**config.mk**
```make
export PLATFORM = sky130hd
export DESIGN_NAME = bit_serializer
export DESIGN_NICKNAME = d
export VERILOG_FILES = /design/src/rtl/serial_pkg.sv /design/src/rtl/bit_serializer.sv
export SDC_FILE = /design/constraint.sdc
export NUM_CORES = 1
export LEC_CHECK = 0
export CAP_MARGIN = 20
export CELL_PAD_IN_SITES_DETAIL_PLACEMENT = 0
export CELL_PAD_IN_SITES_GLOBAL_PLACEMENT = 1
export CORE_MARGIN = 2
export CORE_UTILIZATION = 33
export DETAILED_ROUTE_END_ITERATION = 6
export DONT_BUFFER_PORTS = 1
export PLACE_DENSITY = 0.63
export SLEW_MARGIN = 10
export SYNTH_ARGS = -nofsm -noshare
export SYNTH_HDL_FRONTEND = slang
export SYNTH_SLANG_ARGS = --single-unit
```
**constraint.sdc**
```tcl
create_clock -name clock -period 1.3 [get_ports clock]
set_input_delay 0.26 -clock clock [delete_from_list [all_inputs] [get_ports clock]]
set_output_delay 0.26 -clock clock [all_outputs]
set_load 0.01 [all_outputs]
```
**src/rtl/serial_pkg.sv**
```systemverilog
// Shared definitions for the serial pattern-recognition path.
//   ser_state_e     : serializer FSM state encoding (IDLE, SHIFT).
//   SERIAL_IDLE_BIT : default fill value on the serial line while idle,
//                     shared with the detector bench.
package serial_pkg;

  typedef enum logic {
    IDLE  = 1'b0,
    SHIFT = 1'b1
  } ser_state_e;

  localparam logic SERIAL_IDLE_BIT = 1'b0;

endpackage

```
**src/rtl/bit_serializer.sv**
```systemverilog
// Parallel-to-serial front end for the serial pattern-recognition path.
// Accepts a WIDTH-bit word over valid/ready and shifts it out one bit per
// clock on seq_out, gapless across back-to-back words.
//   clock      : system clock, rising edge
//   reset      : asynchronous, active-high reset
//   load_data  : word to serialize (sampled only on accept)
//   load_valid : producer has a word on load_data
//   load_ready : block can accept a word this cycle (from state only)
//   seq_out    : registered serial bit to the detector
//   seq_valid  : registered, seq_out carries a data bit
//   busy       : a word is being shifted
//   done       : one-cycle pulse with the last bit of a word on seq_out
module bit_serializer
  import serial_pkg::*;
#(
  parameter int unsigned WIDTH     = 8,
  parameter bit          MSB_FIRST = 1'b1,
  parameter logic        IDLE_BIT  = SERIAL_IDLE_BIT
) (
  input  logic             clock,
  input  logic             reset,
  input  logic [WIDTH-1:0] load_data,
  input  logic             load_valid,
  output logic             load_ready,
  output logic             seq_out,
  output logic             seq_valid,
  output logic             busy,
  output logic             done
);

  localparam int unsigned      CNT_W    = $clog2(WIDTH);
  localparam logic [CNT_W-1:0] CNT_LAST = CNT_W'(WIDTH - 1);

  ser_state_e       state_q, state_d;
  logic [WIDTH-1:0] shreg_q, shreg_d;
  logic [CNT_W-1:0] cnt_q, cnt_d;
  logic             seq_out_q, seq_out_d;
  logic             seq_valid_q, seq_valid_d;
  logic             done_q, done_d;

  logic last_bit;
  logic accept;

  // The bit presented on seq_out is registered one step ahead, so the shift
  // register holds only the bits not yet driven: on load the first bit goes
  // straight from load_data to seq_out and the remainder is stored pre-shifted.
  always_comb begin
    state_d     = state_q;
    shreg_d     = shreg_q;
    cnt_d       = cnt_q;
    seq_out_d   = IDLE_BIT;
    seq_valid_d = 1'b0;
    done_d      = 1'b0;

    last_bit   = (state_q == SHIFT) && (cnt_q == CNT_LAST);
    load_ready = (state_q == IDLE) || last_bit;
    accept     = load_valid && load_ready;

    if (accept) begin
      // Also covers the last-bit cycle: reload takes priority over IDLE.
      state_d     = SHIFT;
      cnt_d       = '0;
      seq_valid_d = 1'b1;
      if (MSB_FIRST) begin
        seq_out_d = load_data[WIDTH-1];
        shreg_d   = load_data << 1;
      end else begin
        seq_out_d = load_data[0];
        shreg_d   = load_data >> 1;
      end
    end else if (state_q == SHIFT && !last_bit) begin
      cnt_d       = cnt_q + 1'b1;
      seq_valid_d = 1'b1;
      done_d      = (cnt_d == CNT_LAST);
      if (MSB_FIRST) begin
        seq_out_d = shreg_q[WIDTH-1];
        shreg_d   = shreg_q << 1;
      end else begin
        seq_out_d = shreg_q[0];
        shreg_d   = shreg_q >> 1;
      end
    end else if (last_bit) begin
      state_d = IDLE;
      shreg_d = '0;
      cnt_d   = '0;
    end
  end

  always_ff @(posedge clock or posedge reset) begin
    if (reset) begin
      state_q     <= IDLE;
      shreg_q     <= '0;
      cnt_q       <= '0;
      seq_out_q   <= IDLE_BIT;
      seq_valid_q <= 1'b0;
      done_q      <= 1'b0;
    end else begin
      state_q     <= state_d;
      shreg_q     <= shreg_d;
      cnt_q       <= cnt_d;
      seq_out_q   <= seq_out_d;
      seq_valid_q <= seq_valid_d;
      done_q      <= done_d;
    end
  end

  assign seq_out   = seq_out_q;
  assign seq_valid = seq_valid_q;
  assign busy      = (state_q == SHIFT);
  assign done      = done_q;

endmodule

```
# Word level (Yosys, flattened, before mapping)
# Cells that the tools add are included.
# W data, S select, Z words.
[classes] n_reduce_logical=8 n_addsub=1 n_eq_ne=3 bitwise=1 n_mux=15
[op_table] operator="$mux W8" n=3
[op_table] operator="$mux W1" n=9
[op_table] operator="$mux W3" n=3
[op_table] operator="$eq A3 B3 Y1 const B" n=2
[op_table] operator="$add A3 B1 Y3 const B" n=1
[op_table] operator="$logic_and A1 B1 Y1" n=3
[op_table] operator="$reduce_bool A3 Y1" n=1
[op_table] operator="$ne A2 B2 Y1 const B" n=1
[op_table] operator="$reduce_and A2 Y1" n=1
[op_table] operator="$reduce_bool A2 Y1" n=1
[op_table] operator="$logic_not A1 Y1" n=1
[op_table] operator="$logic_or A1 B1 Y1" n=1
[op_table] operator="$not A1 Y1" n=1
[totals] ff_bits=15 elab_cells=34 in_bits=11 out_inout_bits=5

# Logic depth before layout (Yosys ltp)
[logic_depth] depth_word=6 depth_mapped=6

# Least setup slack after synthesis
# No wires, ideal clock.
[synth_path] kind="register -> output" startpoint="register cnt_q[0]" endpoint="output load_ready" arrival_time_ps=1139 path_slack_ps=-99 n_path_buf=2 stages_incl_launch_ff=6 path_cell_list="dfrtp_1 > ha_1 > ha_1 > buf_6 > nand2b_4 > buf_6"
[synth_between] elab_chain_cells=3
[synth_rtl] item="from (decl)" line="bit_serializer.sv:36" rtl="logic [CNT_W-1:0] cnt_q, cnt_d;"
[synth_rtl] item="from (signal assigned)" line="bit_serializer.sv:100" rtl="cnt_q <= cnt_d;"
[synth_rtl] item="$eq A3 B3 Y1" line="bit_serializer.sv:55" rtl="last_bit = (state_q == SHIFT) && (cnt_q == CNT_LAST);"
[synth_rtl] item="$logic_and A1 B1 Y1" line="bit_serializer.sv:55"
[synth_rtl] item="$logic_or A1 B1 Y1" line="bit_serializer.sv:56" rtl="load_ready = (state_q == IDLE) || last_bit;"
[synth_rtl] item="to (decl)" line="bit_serializer.sv:24" rtl="output logic load_ready,"
# Every way passes these cells.

# Final worst setup path
# Ends and elaborated chain as after synthesis.

==> results.sh <==
export IMPL_p_leak_nw=0.3727
export IMPL_finalSetupViolCount=2
export IMPL_crit_chain="ha_2, ha_4, nand2b_4"
export IMPL_yosys_area_share_adder_pct=5.236
export IMPL_io_pins=16
export IMPL_routabilityCongestion=0.6821
export IMPL_grt_setup_unrepaired="true"
export IMPL_cts_max_path_buffers=2
export IMPL_stdcell_count=99
export IMPL_finalPower_mw=1.629
export IMPL_fin_skew_ns=0.003590
export IMPL_synth_xor_area_share_pct=0
export IMPL_cap_violations=0
export IMPL_dp_hpwl_um=879.9
export IMPL_drtIter0Drc=2
export IMPL_critPathKind="reg2out"
export IMPL_cts_root_buf="clkbuf_4"
export IMPL_synth_simple_area_share_pct=12.04
export IMPL_place_ws_ns=0.03550
export IMPL_drc=0
export IMPL_design_area_um2=820.8
export IMPL_core_area_um2=2002
export IMPL_synth_compound_area_share_pct=11.52
export IMPL_grt_pass1_wl_mm=2.408
export IMPL_syn_to_final_growth_pct=14.49
export IMPL_layout_drive_gt1_share_pct=20.83
export IMPL_die_w_um=50.61
export IMPL_worstMarginPinSlew_ns=0.5453
export IMPL_ys_warnings_count=0
export IMPL_violations="negative setup slack"
export IMPL_startpoint_type="register"
export IMPL_synthMuxAreaShare_pct=11.17
export IMPL_clkLatencyLatePin_ns=0.28
export IMPL_diodes=0
export IMPL_final_net_count=88
export IMPL_firstDrtPassIters=4
export IMPL_cp_end_kind="primary output"
export IMPL_wire_per_inst_um=14.20
export IMPL_htree_levels=1
export IMPL_vias=492
export IMPL_start_util_pct=35.81
export IMPL_synth_nets=80
export IMPL_status="finished with violations"
export IMPL_drtAntennaViolNets=0
export IMPL_slew_violations=0
export IMPL_multiInputGateArea_um2=317.8
export IMPL_ys_seq_area_share_pct=48.87
export IMPL_max_slew_margin_pct=63.60
export IMPL_dieHeight_um=50.61
export IMPL_fin_crit_sh_pct=113.3
export IMPL_cts_sinks=14
export IMPL_worstPathMaxFanout=6
export IMPL_ys_types=19
export IMPL_viasPerCell=4.970
export IMPL_fmax_mhz=679.0
export IMPL_std_cell_rows=16
export IMPL_die_area_um2=2561
export IMPL_power_density_nw_per_um2=1985
export IMPL_port_buffers=0
export IMPL_grt_max_degree=21
export IMPL_cp_required_ns=1.04
export IMPL_cts_reportedPaths_clkPinSlew_ns=0.08
export IMPL_cts_tree="built"
export IMPL_syn_area_per_cell_um2=10.86
export IMPL_ir_drop_mv=0.7670
export IMPL_grtUsageTotal_pct=13.19
export IMPL_regArea_um2=350.3
export IMPL_fillers=223
export IMPL_finalCriticalPeriod_ns=1.473
export IMPL_layout_setup_ws_ns=-0.1727
export IMPL_dpl_cell_area_um2=757.0
export IMPL_placed_cells=92
export IMPL_slowest_delay_ns=0.39
export IMPL_cts_buffers=3
export IMPL_syn_inst=66
export IMPL_grt_overflow_total=0
export IMPL_syn_area_um2=716.9
export IMPL_finalHoldViolations=0
export IMPL_synth_top_family_by_area="simple AND/OR/NAND/NOR gates"
export IMPL_synth_seq_cells=14
export IMPL_cp_data_arrival_time_ns=1.21
export IMPL_antenna_found_initial=0
export IMPL_grt_pass1_vias=518
export IMPL_crit_path_top_delay_cell="dfrtp_1"
export IMPL_hold_class="in2reg"
export IMPL_routed_wirelength_mm=1.406
[through the flow]
stage	utilization [%]	setup TNS (ns)	hold slack, ns
2_1_floorplan	-	-0.3732	0.1492
3_3_place_gp	37.81	0	0.2230
3_5_place_dp	37.81	0	0.2246
4_1_cts	40.25	-0.1816	0.05303
5_1_grt	41.00	-0.3792	0.04078
6_report	41.00	-0.2561	0.05077
[placed cells by master, fill, tap and decap left out]
master,count
inv_1,11
nor2_1,1
o21ai_0,1
o221ai_1,6
nand3_1,7
buf_4,6
dfrtp_1,14
ha_4,1
clkbuf_4,3
dlygate4sd3_1,1
or3b_4,1
ha_2,1
ha_1,1
o32ai_1,2
nand2_1,3
nand2b_1,1
or2b_1,1
o31ai_2,1
nand2b_2,1
nand2b_4,1
mux2i_1,8
[flip-flops by register name, summed over array words and instances (netlist names)]
| signal | cells |
|---|---|
| seq_valid | 1 |
| seq_out | 1 |
| busy | 1 |
| done | 1 |
| cnt_q | 3 |
| shreg_q | 7 |
[worst paths after layout]
path / from / to / slack, ns / cells after the start
hold reg to reg: shreg_q[7]$_DFFE_PP0P_ / seq_out$_DFF_PP0_ / 0.53 / 2
setup / recovery: cnt_q[0]$_DFFE_PP0P_ / load_ready / -0.17 / 3
hold / removal: load_valid / cnt_q[0]$_DFFE_PP0P_ / 0.05 / 1
setup reg to reg: cnt_q[0]$_DFFE_PP0P_ / cnt_q[0]$_DFFE_PP0P_ / -0.08 / 5
min in group asynchronous: reset / seq_valid$_DFF_PP0_ / 0.46 / 2
max in group asynchronous: reset / seq_out$_DFF_PP0_ / 0.48 / 2
[kinds of logic after synthesis]
logic type	Yosys count
fa+ha+maj	3
flops	14
compound gates	10
simple gates	15
mux	8
buf+inv	16
[synth_stat cells]
cell	count	share of area (%)
o31ai_1	1	1.0
nand2b_1	1	0.87
dfrtp_1	14	49
nor2_1	1	0.52
nand2_1	3	1.6
mux2i_1	8	11
ha_1	3	5.2
o221ai_1	6	7.3
o32ai_1	2	2.4
or3b_1	1	1.2
nand3_1	7	4.9
buf_2	1	0.70
or2b_1	1	1.0
clkbuf_1	1	0.52
buf_6	2	3.1
o21ai_0	1	0.70
buf_4	1	1.0
inv_1	11	5.8
nand2b_4	1	1.9
[worst max-delay path: cells and delay by family, from the launching register on]
family | cells | cell delay, ns
DFF | 1 | 0.39
adders and majority gates | 2 | 0.37
and+or+nand+nor | 1 | 0.18
[final cells by class]
cell class	instances	area share, %
flip-flops and latches	14	42.68
well taps	27	4.116
repair buffers	7	6.707
inverters	11	5.030
multi-input cells	37	38.72
clock buffers	3	2.744
[layer usage]
| metal | wire, µm | track usage (%) | up-vias |
|---|---|---|---|
| li1 | - | - | 242 |
| met1 | 660 | 17.20 | 234 |
| met2 | 654 | 19.74 | 12 |
| met3 | 60 | 2.381 | 4 |
| met4 | 31 | 9.009 | 0 |
| met5 | 0 | 0 | - |
[power breakdown]
part           switching (mW)  total, mW  internal (mW)
clock                   0.136      0.243          0.107
combinational           0.318      0.674          0.356
sequential              0.119      0.712          0.594
[timing repair]
item | CTS | global route
resized for setup | 0 | 2
hold buffers | 1 | 0
gates cloned | 1 | 0
endpoints found under the hold margin | 14 | 0
endpoints found under the setup margin | 1 | 4
pin swaps | 0 | 0
setup buffers | 1 | 1
(Power assumes the default switching activity.)
